[src/rtl/video_test_timing_ctrl_pkg.sv]
// Shared types and defaults for the video test-pattern timing controller.
package video_test_timing_ctrl_pkg;

   localparam int unsigned W              = 11;
   localparam int unsigned PIPE_DELAY_DEF = 4;

   typedef enum logic {
      ST_IDLE = 1'b0,
      ST_RUN  = 1'b1
   } run_state_e;

   // One raster timing set; used for both the shadow and the active copy.
   typedef struct packed {
      logic [W-1:0] h_total;
      logic [W-1:0] h_sync;
      logic [W-1:0] h_dstart;
      logic [W-1:0] h_dend;
      logic [W-1:0] v_total;
      logic [W-1:0] v_sync;
      logic [W-1:0] v_dstart;
      logic [W-1:0] v_dend;
   } timing_cfg_t;

   typedef struct packed {
      logic hsync;
      logic vsync;
      logic de;
      logic frame_start;
   } sync_flags_t;

   // Inclusive window end from an exclusive bound; 0 wraps to all-ones.
   function automatic logic [W-1:0] last_index(input logic [W-1:0] dend);
      return dend - W'(1);
   endfunction

endpackage

[src/rtl/video_test_timing_ctrl_if.sv]
// Timing configuration valid/ready channel.
interface video_test_timing_ctrl_if;
   import video_test_timing_ctrl_pkg::*;

   logic         cfg_valid;
   logic         cfg_ready;
   logic [W-1:0] cfg_h_total;
   logic [W-1:0] cfg_h_sync;
   logic [W-1:0] cfg_h_dstart;
   logic [W-1:0] cfg_h_dend;
   logic [W-1:0] cfg_v_total;
   logic [W-1:0] cfg_v_sync;
   logic [W-1:0] cfg_v_dstart;
   logic [W-1:0] cfg_v_dend;

   modport master (
      output cfg_valid, cfg_h_total, cfg_h_sync, cfg_h_dstart, cfg_h_dend,
             cfg_v_total, cfg_v_sync, cfg_v_dstart, cfg_v_dend,
      input  cfg_ready
   );

   modport slave (
      input  cfg_valid, cfg_h_total, cfg_h_sync, cfg_h_dstart, cfg_h_dend,
             cfg_v_total, cfg_v_sync, cfg_v_dstart, cfg_v_dend,
      output cfg_ready
   );

endinterface

[src/rtl/video_delay_line.sv]
// Fixed-depth shift register used to align sync/de flags with the pattern datapath.
module video_delay_line #(
   parameter int unsigned WIDTH = 1,
   parameter int unsigned DEPTH = 1
) (
   input  logic             pclk,
   input  logic             reset_n,
   input  logic [WIDTH-1:0] d,
   output logic [WIDTH-1:0] q
);

   localparam int unsigned BITS = DEPTH * WIDTH;

   logic [BITS-1:0] stage_q;
   logic [BITS-1:0] stage_d;

   // Newest sample enters at the bottom, oldest leaves from the top.
   if (DEPTH > 1) begin : g_shift
      always_comb stage_d = {stage_q[BITS-WIDTH-1:0], d};
   end else begin : g_single
      always_comb stage_d = d;
   end

   always_ff @(posedge pclk or negedge reset_n) begin
      if (!reset_n) stage_q <= '0;
      else          stage_q <= stage_d;
   end

   assign q = stage_q[BITS-1 -: WIDTH];

endmodule

[src/rtl/video_test_timing_ctrl.sv]
// Raster counters, window bounds and delayed sync/de generation for the test-pattern path;
// new timing is taken through a valid/ready channel and applied only at a frame boundary.
module video_test_timing_ctrl
   import video_test_timing_ctrl_pkg::*;
#(
   parameter int unsigned PIPE_DELAY = PIPE_DELAY_DEF
) (
   input  logic                           pclk,
   input  logic                           reset_n,
   input  logic                           enable,
   video_test_timing_ctrl_if.slave        cfg,
   output logic [W-1:0]                   px,
   output logic [W-1:0]                   py,
   output logic [W-1:0]                   xstart,
   output logic [W-1:0]                   xend,
   output logic [W-1:0]                   ystart,
   output logic [W-1:0]                   yend,
   output logic                           hsync,
   output logic                           vsync,
   output logic                           de,
   output logic                           frame_start
);

   run_state_e   state_q, state_d;
   logic [W-1:0] hcnt_q, hcnt_d;
   logic [W-1:0] vcnt_q, vcnt_d;
   logic         pending_q, pending_d;
   timing_cfg_t  shadow_q, shadow_d;
   timing_cfg_t  active_q, active_d;
   logic [W-1:0] xstart_q, xstart_d, xend_q, xend_d;
   logic [W-1:0] ystart_q, ystart_d, yend_q, yend_d;
   logic         eof;
   sync_flags_t  flags_raw;
   sync_flags_t  flags_dly;

   // State register
   always_ff @(posedge pclk or negedge reset_n) begin
      if (!reset_n) state_q <= ST_IDLE;
      else          state_q <= state_d;
   end

   // Next state follows the enable request
   always_comb begin
      state_d = ST_IDLE;
      if (enable) state_d = ST_RUN;
   end

   // Raw flags from the current raster position
   always_comb begin
      flags_raw = '0;
      if (state_q == ST_RUN) begin
         flags_raw.hsync       = hcnt_q < active_q.h_sync;
         flags_raw.vsync       = vcnt_q < active_q.v_sync;
         flags_raw.de          = (hcnt_q >= active_q.h_dstart) && (hcnt_q < active_q.h_dend) &&
                                 (vcnt_q >= active_q.v_dstart) && (vcnt_q < active_q.v_dend);
         flags_raw.frame_start = (hcnt_q == '0) && (vcnt_q == '0);
      end
   end

   // Raster counters; leaving RUN parks them at the origin on the same edge
   always_comb begin
      hcnt_d = hcnt_q;
      vcnt_d = vcnt_q;
      eof    = 1'b0;
      if (state_q == ST_RUN) begin
         if (hcnt_q == active_q.h_total) begin
            hcnt_d = '0;
            if (vcnt_q == active_q.v_total) begin
               vcnt_d = '0;
               eof    = 1'b1;
            end else begin
               vcnt_d = vcnt_q + W'(1);
            end
         end else begin
            hcnt_d = hcnt_q + W'(1);
         end
      end
      if (state_d == ST_IDLE) begin
         hcnt_d = '0;
         vcnt_d = '0;
      end
   end

   // Config capture into shadow, then whole-set copy to active at EOF or while idle
   always_comb begin
      pending_d = pending_q;
      shadow_d  = shadow_q;
      active_d  = active_q;
      if (cfg.cfg_valid && !pending_q) begin
         shadow_d = '{h_total:  cfg.cfg_h_total,  h_sync:   cfg.cfg_h_sync,
                      h_dstart: cfg.cfg_h_dstart, h_dend:   cfg.cfg_h_dend,
                      v_total:  cfg.cfg_v_total,  v_sync:   cfg.cfg_v_sync,
                      v_dstart: cfg.cfg_v_dstart, v_dend:   cfg.cfg_v_dend};
         pending_d = 1'b1;
      end else if (pending_q && (eof || (state_q == ST_IDLE))) begin
         active_d  = shadow_q;
         pending_d = 1'b0;
      end
      xstart_d = active_d.h_dstart;
      xend_d   = last_index(active_d.h_dend);
      ystart_d = active_d.v_dstart;
      yend_d   = last_index(active_d.v_dend);
   end

   always_ff @(posedge pclk or negedge reset_n) begin
      if (!reset_n) begin
         hcnt_q    <= '0;
         vcnt_q    <= '0;
         pending_q <= 1'b0;
         shadow_q  <= '0;
         active_q  <= '0;
         xstart_q  <= '0;
         xend_q    <= '1;
         ystart_q  <= '0;
         yend_q    <= '1;
      end else begin
         hcnt_q    <= hcnt_d;
         vcnt_q    <= vcnt_d;
         pending_q <= pending_d;
         shadow_q  <= shadow_d;
         active_q  <= active_d;
         xstart_q  <= xstart_d;
         xend_q    <= xend_d;
         ystart_q  <= ystart_d;
         yend_q    <= yend_d;
      end
   end

   video_delay_line #(
      .WIDTH ($bits(sync_flags_t)),
      .DEPTH (PIPE_DELAY)
   ) u_flag_dly (
      .pclk    (pclk),
      .reset_n (reset_n),
      .d       (flags_raw),
      .q       (flags_dly)
   );

   assign cfg.cfg_ready = ~pending_q;
   assign px            = hcnt_q;
   assign py            = vcnt_q;
   assign xstart        = xstart_q;
   assign xend          = xend_q;
   assign ystart        = ystart_q;
   assign yend          = yend_q;
   assign hsync         = flags_dly.hsync;
   assign vsync         = flags_dly.vsync;
   assign de            = flags_dly.de;
   assign frame_start   = flags_dly.frame_start;

endmodule

[src/flat_wrapper.sv]
// flat-port wrapper written by rule: the top's interface ports become plain ports
module video_test_timing_ctrl_flat import video_test_timing_ctrl_pkg::*;
#(
   parameter int unsigned PIPE_DELAY = PIPE_DELAY_DEF
)
  (pclk, reset_n, enable, px, py, xstart, xend, ystart, yend, hsync, vsync, de, frame_start, cfg_cfg_valid, cfg_cfg_h_total, cfg_cfg_h_sync, cfg_cfg_h_dstart, cfg_cfg_h_dend, cfg_cfg_v_total, cfg_cfg_v_sync, cfg_cfg_v_dstart, cfg_cfg_v_dend, cfg_cfg_ready);
  video_test_timing_ctrl_if cfg_i ();
  input  logic pclk;
  input  logic reset_n;
  input  logic enable;
  output logic [W-1:0] px;
  output logic [W-1:0] py;
  output logic [W-1:0] xstart;
  output logic [W-1:0] xend;
  output logic [W-1:0] ystart;
  output logic [W-1:0] yend;
  output logic hsync;
  output logic vsync;
  output logic de;
  output logic frame_start;
  input wire logic [$bits(cfg_i.cfg_valid)-1:0] cfg_cfg_valid;
  input wire logic [$bits(cfg_i.cfg_h_total)-1:0] cfg_cfg_h_total;
  input wire logic [$bits(cfg_i.cfg_h_sync)-1:0] cfg_cfg_h_sync;
  input wire logic [$bits(cfg_i.cfg_h_dstart)-1:0] cfg_cfg_h_dstart;
  input wire logic [$bits(cfg_i.cfg_h_dend)-1:0] cfg_cfg_h_dend;
  input wire logic [$bits(cfg_i.cfg_v_total)-1:0] cfg_cfg_v_total;
  input wire logic [$bits(cfg_i.cfg_v_sync)-1:0] cfg_cfg_v_sync;
  input wire logic [$bits(cfg_i.cfg_v_dstart)-1:0] cfg_cfg_v_dstart;
  input wire logic [$bits(cfg_i.cfg_v_dend)-1:0] cfg_cfg_v_dend;
  output wire logic [$bits(cfg_i.cfg_ready)-1:0] cfg_cfg_ready;
  assign cfg_i.cfg_valid = cfg_cfg_valid;
  assign cfg_i.cfg_h_total = cfg_cfg_h_total;
  assign cfg_i.cfg_h_sync = cfg_cfg_h_sync;
  assign cfg_i.cfg_h_dstart = cfg_cfg_h_dstart;
  assign cfg_i.cfg_h_dend = cfg_cfg_h_dend;
  assign cfg_i.cfg_v_total = cfg_cfg_v_total;
  assign cfg_i.cfg_v_sync = cfg_cfg_v_sync;
  assign cfg_i.cfg_v_dstart = cfg_cfg_v_dstart;
  assign cfg_i.cfg_v_dend = cfg_cfg_v_dend;
  assign cfg_cfg_ready = cfg_i.cfg_ready;
  video_test_timing_ctrl #(.PIPE_DELAY(PIPE_DELAY)) u_core (.pclk(pclk), .reset_n(reset_n), .enable(enable), .cfg(cfg_i), .px(px), .py(py), .xstart(xstart), .xend(xend), .ystart(ystart), .yend(yend), .hsync(hsync), .vsync(vsync), .de(de), .frame_start(frame_start));
endmodule
[config.mk]
export PLATFORM = sky130hd
export DESIGN_NAME = video_test_timing_ctrl_flat
export DESIGN_NICKNAME = d
export VERILOG_FILES = /design/src/rtl/video_test_timing_ctrl_pkg.sv /design/src/rtl/video_test_timing_ctrl_if.sv /design/src/rtl/video_delay_line.sv /design/src/rtl/video_test_timing_ctrl.sv /design/src/flat_wrapper.sv
export SDC_FILE = /design/constraint.sdc
export NUM_CORES = 1
export LEC_CHECK = 0
export BUFFER_PORTS_ARGS = -buffer_cell sky130_fd_sc_hd__buf_2
export CAP_MARGIN = 20
export CORE_MARGIN = 3
export CORE_UTILIZATION = 60
export CTS_CLUSTER_DIAMETER = 80
export DETAILED_ROUTE_END_ITERATION = 8
export PLACE_DENSITY = 0.83
export SYNTH_ARGS = -nofsm -noshare
export SYNTH_HDL_FRONTEND = slang
export SYNTH_SLANG_ARGS = --single-unit
[constraint.sdc]
create_clock -name pclk -period 4.93 [get_ports pclk]
set_input_delay 0.2465 -clock pclk [delete_from_list [all_inputs] [get_ports pclk]]
set_output_delay 0.2465 -clock pclk [all_outputs]
set_load 0.01 [all_outputs]
**Word-level counts from Yosys, hierarchy flattened**

Index checks and enable logic that the tools add are counted.

- Add/sub/neg operators: 4
- $mul: 0
- Div/mod/pow operators: 0
- Order comparisons: 6
- Equal/unequal tests: 4
- Shift-type cells: 0
- Multiplexer cells: 16
- Bitwise operators: 3
- Reductions and logical operators: 13

Operators with widths:

| operator | count |
|---|---|
| two-way mux 55 bit | 2 |
| two-way mux 11 bit | 7 |
| less-than comparator 11 bit | 4 |
| adder 11 x 1 -> 11 bit (second input constant) | 2 |
| equality test 11 bit | 2 |
| >= comparator 11 bit | 2 |
| logical NOT 11 bit | 2 |
| subtractor 11 x 1 -> 11 bit (second input constant) | 2 |
| logical AND 1 bit | 6 |
| two-way mux 1 bit | 6 |
| two-way mux 4 bit | 1 |
| AND reduction 2 bit | 2 |
| NOT 1 bit | 3 |
| != test 2 x 1 -> 1 bit (second input constant) | 1 |
| != test 2 bit (second input constant) | 1 |
| nonzero test 2 bit | 1 |
| logical NOT 1 bit | 1 |
| logical OR 1 bit | 1 |

- Bits in registers: 238
- Latch bits: 0
- RAM bits: 0
- Memory bits (read-only): 0
- Input port bits: 92
- Output and inout port bits: 71
- Logic and storage cells: 69
- Memories: 0

**Depth between registers and ports, before layout**

Gate-level depths: netlist (run 1).

- Depth in word-level cells: 9
- Gate-level depth with buffers: 16

**Hierarchy**

Synthesis (run 1) repeated with hierarchy kept, for this count alone.

- Cells, all modules: 1003
- Area total of the unflattened synthesis: 11392.2 sq um

By module, submodules not included:

| module | times used | cells an instance | area each (sq um) | sequential area each (sq um) |
|---|---|---|---|---|
| video_test_timing_ctrl | 1 | 983 | 10961.8 | 5582.9 |
| video_delay_line | 1 | 20 | 430.4 | 400.4 |

**Least setup slack after synthesis (run 1)**

OpenSTA, ideal clock, no wires.

- Path type: register to register
- Start: register u_core.hcnt_q[7], in the netlist u_core.px[7]
- End: register u_core.xend_q[10], in the netlist u_core.xend[10]
- Library setup time: 0.075 ns
- Arrival: 3.217 ns
- Setup slack: 1.638 ns
- Stages on the path, launching flop included: 14
- Path buffers: 2
- Path through: dfrtp_1 > xor2_1 > nor4_2 > nand3_2 > o31ai_4 > buf_6 > buf_2 > mux2i_1 > ha_1 > nand3_1 > nor2_1 > mux2i_1 > nor4_1 > xor2_1

- Word-level cells in the longest chain between the ends: 8

RTL lines:

| item | RTL line | RTL |
|---|---|---|
| from (decl) | video_test_timing_ctrl.sv:25 | `logic [W-1:0] hcnt_q, hcnt_d;` |
| from (signal assigned) | video_test_timing_ctrl.sv:117 | `hcnt_q <= hcnt_d;` |
| equality test 11 bit | video_test_timing_ctrl.sv:66 | `if (hcnt_q == active_q.h_total) begin` |
| two-way mux 1 bit | video_test_timing_ctrl.sv:66 |  |
| two-way mux 1 bit | video_test_timing_ctrl.sv:65 | `if (state_q == ST_RUN) begin` |
| logical OR 1 bit | video_test_timing_ctrl.sv:95 | `end else if (pending_q && (eof \|\| (state_q == ST_IDLE))) begin` |
| logical AND 1 bit | video_test_timing_ctrl.sv:95 |  |
| two-way mux 55 bit | video_test_timing_ctrl.sv:95 |  |
| two-way mux 55 bit | video_test_timing_ctrl.sv:89 | `if (cfg.cfg_valid && !pending_q) begin` |
| subtractor 11 x 1 -> 11 bit | video_test_timing_ctrl_pkg.sv:33 | `return dend - W'(1);` |
| via u_core.xend_d[10] | video_test_timing_ctrl.sv:30 | `logic [W-1:0] xstart_q, xstart_d, xend_q, xend_d;` |
| to (signal assigned) | video_test_timing_ctrl.sv:123 | `xend_q <= xend_d;` |
| to (decl) | video_test_timing_ctrl.sv:30 |  |

The timed path passes the listed nets, and every way through them passes these cells.
A chain may end at the register's enable or synchronous reset.

**Worst setup path after layout (run 1)**

- Start: register u_core.hcnt_q[6], in the netlist u_core.px[6]
- End: register u_core.xend_q[10], in the netlist u_core.xend[10]

Same word-level chain as after synthesis.

==> results of run 1 <==
kinds of logic (layout without fill, tap and decap cells):
group                      Yosys count  count (layout)
and+or+nand+nor                    203             203
DFF                                238             238
AOI/OAI and AO/OA                  155             155
adders and majority gates           68              68
muxes                              127             127
buffers and inverters              135             383
xor gates and xnor gates            51              51
synthesized netlist by cell type, types with 2 or more instances:
cell,count,area (sq um)
a211oi_1,3,22.5
a2111oi_0,2,17.5
nand2_1,85,319
a21oi_1,20,100
o21a_1,5,37.5
xnor2_1,17,149
buf_4,25,188
o211ai_1,5,37.5
nand2b_1,3,18.8
a31oi_1,3,18.8
mux2_2,116,1310
nor2b_1,3,18.8
nor3_1,12,60.1
a21o_1,10,75.1
ha_1,68,851
nor4_1,10,62.6
o31ai_1,3,22.5
nor2_1,38,143
nor4_2,2,25.0
a21boi_0,6,45.0
buf_2,10,50.1
or3_1,3,18.8
clkbuf_1,18,67.6
nand3_1,30,150
dfstp_2,22,578
nand4_1,4,25.0
mux2i_1,11,110
dfrtp_1,216,5410
and3_1,4,25.0
inv_1,79,297
xor2_1,34,298
o21ai_1,6,30.0
o41ai_1,4,35.0
buf_1,2,7.51
o21ai_0,84,420
nand4b_1,2,17.5
and2_1,2,12.5
worst min path at each step:
stage,end,from,slack (ns)
after CTS,u_core.shadow_q[57],reset_n,0.35
after detailed placement,u_core.shadow_q[57],reset_n,0.31
after floorplan,u_core.active_q[0],reset_n,-0.05
after global placement,u_core.active_q[57],reset_n,0.31
final,u_core.shadow_q[57],reset_n,0.31
after global routing,u_core.u_flag_dly.stage_q[7],u_core.u_flag_dly.stage_q[3],0.35
state kept, by name, summed over array words and instances, names as in the netlist:
signal                     cells
u_core.state_q                 1
u_core.yend                   11
u_core.px                     11
u_core.u_flag_dly.stage_q     16
u_core.shadow_q               88
u_core.pending_q               1
u_core.active_q               88
u_core.xend                   11
u_core.py                     11
through the flow:
stage	utilization	worst slack [ns]	std cells	hold slack, ns	power [uW]
6_report	0.764	1.04	1454	0.311	6660
4_1_cts	0.762	1.14	1453	0.348	6650
3_3_place_gp	0.664	1.44	1319	0.307	4510
2_1_floorplan	-	1.64	977	-0.0491	4070
5_1_grt	0.764	0.773	1454	0.352	7010
3_5_place_dp	0.664	1.18	1319	0.306	4580
worst max-delay path: stages (launching register included):
cell     delay, ns
dfrtp_1       0.52
xor2_1        0.23
nor4_2        0.40
nand3_2       0.23
o31ai_4       0.37
buf_4         0.44
mux2i_1       0.40
ha_1          0.30
nand3_1       0.11
nor2_1        0.15
mux2i_1       0.16
nor4_1        0.26
xor2_1        0.19
cell type report:
type | instances | area [sq um]
Tap cell | 229 | 287
Fill cell | 1133 | 4290
Clock buffer | 35 | 733
Sequential cell | 238 | 5980
Multi-Input combinational cell | 604 | 4580
Clock inverter | 8 | 145
Inverter | 79 | 297
Timing Repair Buffer | 261 | 1830
cells in the final DEF, fill, tap and decap left out, types with 3 or more instances in the layout:
| master | n |
|---|---|
| nor4_1 | 10 |
| buf_12 | 3 |
| nor3_1 | 12 |
| o31ai_1 | 3 |
| dfrtp_1 | 216 |
| nand2b_1 | 3 |
| bufinv_16 | 4 |
| mux2i_1 | 11 |
| buf_2 | 161 |
| nand2_1 | 85 |
| xor2_1 | 34 |
| clkbuf_8 | 7 |
| a21o_1 | 10 |
| a211oi_1 | 3 |
| inv_1 | 79 |
| mux2_2 | 116 |
| a21boi_0 | 6 |
| dfstp_2 | 22 |
| o211ai_1 | 5 |
| a21oi_1 | 20 |
| buf_4 | 5 |
| a31oi_1 | 3 |
| xnor2_1 | 17 |
| nand3_1 | 30 |
| clkbuf_1 | 3 |
| o21ai_1 | 6 |
| nor2_1 | 38 |
| o41ai_1 | 4 |
| or3_1 | 3 |
| and3_1 | 4 |
| o21ai_0 | 84 |
| clkbuf_16 | 25 |
| dlygate4sd3_1 | 91 |
| o21a_1 | 5 |
| ha_1 | 68 |
| nand4_1 | 4 |
power breakdown:
group | switching (uW) | internal [uW]
Combinational | 901 | 815
Sequential | 361 | 2580
Clock | 758 | 1240
Total | 2020 | 4640
metal layers:
metal	global-route usage	up-vias	wire, um
li1	-	3799	-
met1	0.337	4018	11200
met2	0.471	245	13900
met3	0.0575	59	1660
met4	0.0830	0	690
met5	0	-	0
timing repair:
item                                   CTS  global route
resized for setup                        0             0
endpoints found under the hold margin  174             0
hold buffers                            91             0
==> flow_metrics.env, run 1 <==
export IMPL_drtIter0Drc=480
export IMPL_io_buffers=162
export IMPL_required_ns=5.36
export IMPL_grt_overflow=0
export IMPL_cts_root_buf="clkbuf_16"
export IMPL_slew_violations=0
export IMPL_tritoncts_num_buffers=25
export IMPL_crit_end="u_core.xend[10]"
export IMPL_r2r_cells=12
export IMPL_grtUsageTotal=0.269
export IMPL_drt_total_wl_um=27400
export IMPL_tightest_slew_ns=0.973
export IMPL_synth_fa_ha_area_frac=0.0761
export IMPL_max_freq_mhz=257
export IMPL_setup_tns_ns=0
export IMPL_placed_cell_area_sq_um=12000
export IMPL_dieWidth_um=142
export IMPL_cp_arrival_ns=4.32
export IMPL_synth_edf_count=0
export IMPL_synth_top_family_by_area="multiplexers"
export IMPL_ys_seq_area_frac=0.535
export IMPL_start_util=0.616
export IMPL_path_max_fanout=42
export IMPL_hpwl_um=16900
export IMPL_reg2reg_to="u_core.xend[10]"
export IMPL_postSynthAreaPerCell_sq_um=11.4
export IMPL_synth_cell_type_count=47
export IMPL_clk_latency_ns=0.52
export IMPL_drc_errors=0
export IMPL_fin_crit_ns=3.89
export IMPL_drive_above_1_share=0.289
export IMPL_rrSetupSlack_ns=1.04
export IMPL_synth_warnings=0
export IMPL_rows=49
export IMPL_max_cap_violations=0
export IMPL_hold_viol_final=0
export IMPL_clkSlewWorstSetupHoldPaths_ns=0.06
export IMPL_num_io_pins=163
export IMPL_die_h_um=142
export IMPL_via_per_inst=5.59
export IMPL_clockBufferDepth=3
export IMPL_synth_compound_area_frac=0.0824
export IMPL_relSlewSlack=0.351
export IMPL_ys_async_sr_fraction=1.00
export IMPL_antenna_found_initial=0
export IMPL_timing_final_crit_share=0.788
export IMPL_synthMuxAreaShare=0.127
export IMPL_place_congestion=0.892
export IMPL_synth_xor_area_frac=0.0400
export IMPL_synthesis_nets=1137
export IMPL_rsz0062_at_grt="false"
export IMPL_tritoncts="done"
export IMPL_insertedDiodeCount=0
export IMPL_setup_violations=0
export IMPL_die_area_sq_um=20300
export IMPL_synth_cells=977
export IMPL_synth_simple_gate_area_frac=0.0841
export IMPL_grt_pass1_vias=8641
export IMPL_htree_levels=1
export IMPL_fin_skew_ns=0.0163
export IMPL_timing_critical_path_from="u_core.px[6]"
export IMPL_clkSinkCount=238
export IMPL_cp_start_kind="flop"
export IMPL_ys_seq_elements=238
export IMPL_antenna_left=0
export IMPL_syn_area_sq_um=11200
export IMPL_final_area_sq_um=13900
export IMPL_path_class="flop to flop"
export IMPL_cts_setup_buffers=0
export IMPL_endpoint_kind="flop"
export IMPL_grt_max_degree=147
export IMPL_r2r_start="u_core.px[6]"
export IMPL_fin_nets=1369
export IMPL_routedWlPerCell_um=18.8
export IMPL_status="complete, no violations"
export IMPL_routed_via_count=8121
export IMPL_vdd_drop_max_mv=0.357
export IMPL_power_static_leakage_uw=0.00657
export IMPL_power_density_nw_per_um2=480
export IMPL_grt_pass1_wl_um=43800
export IMPL_hold_path_class="input pin to async pin"
export IMPL_core_sq_um=18100
export IMPL_drt_pass1_iter_count=5
export IMPL_area_growth_syn_to_layout_pct=24.0
export IMPL_ys_flop_type="dfrtp_1"
(Power assumes the default switching activity.)
==> run 2, diff against run 1 <==
Settings changed: ABC_AREA from default to 1, CORE_UTILIZATION 60 to 52, PLACE_DENSITY 0.83 to 0.76.
Clock period 4.93 ns to 3.1 ns, I/O delays scaled along.
==> run 2 against run 1 <==
Wire length increased by 4.1%. Die area increased by 17%. Final cell count increased by 23%. Sequential cell count unchanged. Area after synthesis increased by 2.0%. Final area increased by 1.7%. Critical path depth increased by 5. Critical path type unchanged. Largest power group unchanged.
==> flow_metrics.env, run 2 <==
export IMPL_postSynthAreaPerCell_sq_um=9.08
export IMPL_reg_top3="u_core.active_q (88), u_core.shadow_q (88), u_core.u_flag_dly.stage_q (16)"
export IMPL_crit_top_cell="nand2_1"
export IMPL_place_congestion=0.876
export IMPL_setup_violations=0
export IMPL_power_density_nw_per_um2=677
export IMPL_cp_arrival_ns=3.23
export IMPL_max_freq_mhz=359
export IMPL_io_buffers=162
export IMPL_relSlewSlack=0.488
export IMPL_die_h_um=154
export IMPL_grt_pass1_wl_um=45700
export IMPL_grtUsageTotal=0.236
export IMPL_hold_path_class="input pin to async pin"
export IMPL_slowest_stage="dfrtp_1"
export IMPL_antenna_left=0
export IMPL_p_sw_frac=0.322
export IMPL_tritoncts_num_buffers=25
export IMPL_slew_violations=0
export IMPL_p_int_uw=6470
export IMPL_met2_usage=0.407
export IMPL_yosysTopAreaCell="dfrtp_1"
export IMPL_status="complete, no violations"
export IMPL_via_per_inst=5.09
export IMPL_dpl_cell_count=1658
export IMPL_routedWlPerCell_um=15.9
export IMPL_yosysTopAreaCellShare=0.474
export IMPL_fin_nets=1660
export IMPL_start_util=0.536
export IMPL_clk_latency_ns=0.52
export IMPL_die_area_sq_um=23700
export IMPL_antenna_found_initial=0
export IMPL_timing_final_crit_share=0.899
export IMPL_fin_crit_ns=2.79
export IMPL_syn_area_sq_um=11400
export IMPL_drt_total_wl_um=28500
export IMPL_core_sq_um=21300
export IMPL_synth_area_leaders="dfrtp_1 (47%), nand2_1 (7.7%), ha_1 (7.5%), inv_1 (6.4%), dfstp_2 (5.1%)"
export IMPL_tritoncts="done"
export IMPL_grt_max_degree=96
export IMPL_num_io_pins=163
export IMPL_switchingPower_uw=3070
export IMPL_grt_pass1_vias=9238
export IMPL_drive_above_1_share=0.201
export IMPL_routed_via_count=9131
export IMPL_synth_cell_type_count=35
export IMPL_synthMostInstantiatedCell="nand2_1"
export IMPL_ys_async_sr_fraction=1.00
export IMPL_fin_skew_ns=0.0127
export IMPL_endpoint_kind="flop"
export IMPL_synthesis_nets=1416
export IMPL_synth_cells=1256
export IMPL_drt_pass1_iter_count=5
export IMPL_clockBufferDepth=3
export IMPL_required_ns=3.55
export IMPL_hpwl_um=18800
export IMPL_insertedDiodeCount=0
export IMPL_cts_root_buf="clkbuf_16"
export IMPL_use_met1=0.309
export IMPL_clkSinkCount=238
export IMPL_ys_flop_type="dfrtp_1"
export IMPL_synthTopCellsByCount="nand2_1 (233), dfrtp_1 (216), inv_1 (195), nor2_1 (109), a21oi_1 (107)"
export IMPL_cp_cell_sequence="inv_2 > nand2_1 > nand2_1 > nand2_1 > nor2_1 > nand2_1 > nor2_1 > nand2_2 > nand2_4 > nand2_4 > o21ai_2 > ha_1 > nand2_1 > nor2_2 > nand3_1 > nand2_1 > nand2_1"
export IMPL_layout_cells_non_filler=1793
export IMPL_cts_setup_buffers=0
export IMPL_cpPeakStageDelay_ns=0.47
export IMPL_synth_warnings=0
export IMPL_ys_seq_area_frac=0.525
export IMPL_dieWidth_um=154
export IMPL_drc_errors=0
export IMPL_grt_util_met3=0.0372
export IMPL_most_common_layout_cells="nand2_1 (232), dfrtp_1 (216), inv_1 (195)"
export IMPL_pwr_share_comb=0.256
export IMPL_hold_viol_final=0
export IMPL_setup_tns_ns=0
export IMPL_clkSlewWorstSetupHoldPaths_ns=0.06
export IMPL_path_class="flop to flop"
export IMPL_ys_seq_elements=238
export IMPL_max_cap_violations=0
export IMPL_grt_busiest_layer="met2"
export IMPL_pwr_share_clk=0.295
export IMPL_area_growth_syn_to_layout_pct=23.5
export IMPL_power_static_leakage_uw=0.00734
export IMPL_cpLargestDelayFamily="simple AND/OR/NAND/NOR gates"
export IMPL_cp_buffers_inverters=1
export IMPL_vdd_drop_max_mv=0.526
export IMPL_layout_commonest_cell="nand2_1"
export IMPL_path_max_fanout=18
export IMPL_p_seq_frac=0.448
export IMPL_rows=53
export IMPL_synth_edf_count=0
export IMPL_rsz0062_at_grt="false"
export IMPL_htree_levels=1
export IMPL_grt_overflow=0
export IMPL_cp_start_kind="flop"
export IMPL_tightest_slew_ns=0.768
export IMPL_drtIter0Drc=555
[run 2: cell count changes after synthesis, moves of 19 or more]
cell,delta
nor2_1,+71
mux2_2,-94
a21oi_1,+87
inv_1,+116
o21ai_1,+36
xor2_1,-19
o21ai_0,-49
nand2_1,+148
[run 2: path summary, 6_finish.rpt]
path                                              startpoint  slack [ns]                           end  depth (start not counted)
worst max-delay path                            u_core.px[0]        0.31                u_core.xend[8]                         17
worst min-delay path                                 reset_n        0.25           u_core.shadow_q[15]                          2
worst max register to register                  u_core.px[0]        0.31                u_core.xend[8]                         17
worst min register to register  u_core.u_flag_dly.stage_q[2]        0.34  u_core.u_flag_dly.stage_q[6]                          0
max in group asynchronous                            reset_n        1.89                u_core.xend[8]                          3
min in group pclk                                     enable        0.34                u_core.state_q                          2
[run 2: metal layers]
layer | up-vias | part of all wire
li1 | 4458 | -
met1 | 4337 | 0.43
met2 | 266 | 0.49
met3 | 70 | 0.053
met4 | 0 | 0.029
met5 | - | 0
[run 2: timing repair]
action | 4_1_cts | 5_1_grt
hold buffers | 90 | 0
gates resized for setup | 0 | 0
hold endpoints to repair | 172 | 0
endpoints found under the setup margin | 0 | 0
[run 2: cells by family (layout without fill, tap and decap cells)]
kind of cell / count (synthesis) / after routing / share of synthesized area
multiplexers: 22 / 22 / 0.0217
AND/OR/NAND/NOR: 438 / 438 / 0.163
AO/OA/AOI/OAI: 206 / 206 / 0.0973
buffers and inverters: 259 / 521 / 0.0995
adder cells (fa/ha/maj): 68 / 68 / 0.0746
XOR/XNOR: 25 / 25 / 0.0192
flip-flops: 238 / 238 / 0.525
[run 2: layout make-up]
class	instances	area (sq um)
Clock buffer	38	724
Timing Repair Buffer	279	1960
Clock inverter	7	41.3
Sequential cell	238	5980
Inverter	197	739
Tap cell	275	344
Fill cell	1641	7200
Multi-Input combinational cell	759	4290
[run 2: through the flow]
stage	total power, uW	area [sq um]	util	setup WS, ns	hold slack, ns
floorplan	5940	11400	-	0.927	-0.141
global placement	6550	12400	0.583	0.403	0.237
detailed placement	6640	12400	0.583	0.354	0.242
CTS	9570	14100	0.662	0.329	0.284
global route	10100	14100	0.662	0.0532	0.311
finish	9540	14100	0.662	0.314	0.254
[run 2: power by group through the flow]
stage | Clock [uW] | Combinational [uW] | Sequential, uW
final | 2820 | 2450 | 4280
after global routing | 3000 | 2770 | 4350
after CTS | 2860 | 2440 | 4270
after detailed placement | 0 | 2330 | 4310
after global placement | 0 | 2250 | 4300
after floorplan | 0 | 1660 | 4280
[run 2: worst register-to-register path: stages, from the launching register on]
cell and delay (ns):
dfrtp_1 0.47, inv_2 0.18, nand2_1 0.07, nand2_1 0.06, nand2_1 0.05, nor2_1 0.15
nand2_1 0.07, nor2_1 0.16, nand2_2 0.09, nand2_4 0.19, nand2_4 0.20, o21ai_2 0.25
ha_1 0.30, nand2_1 0.11, nor2_2 0.16, nand3_1 0.09, nand2_1 0.06, nand2_1 0.06
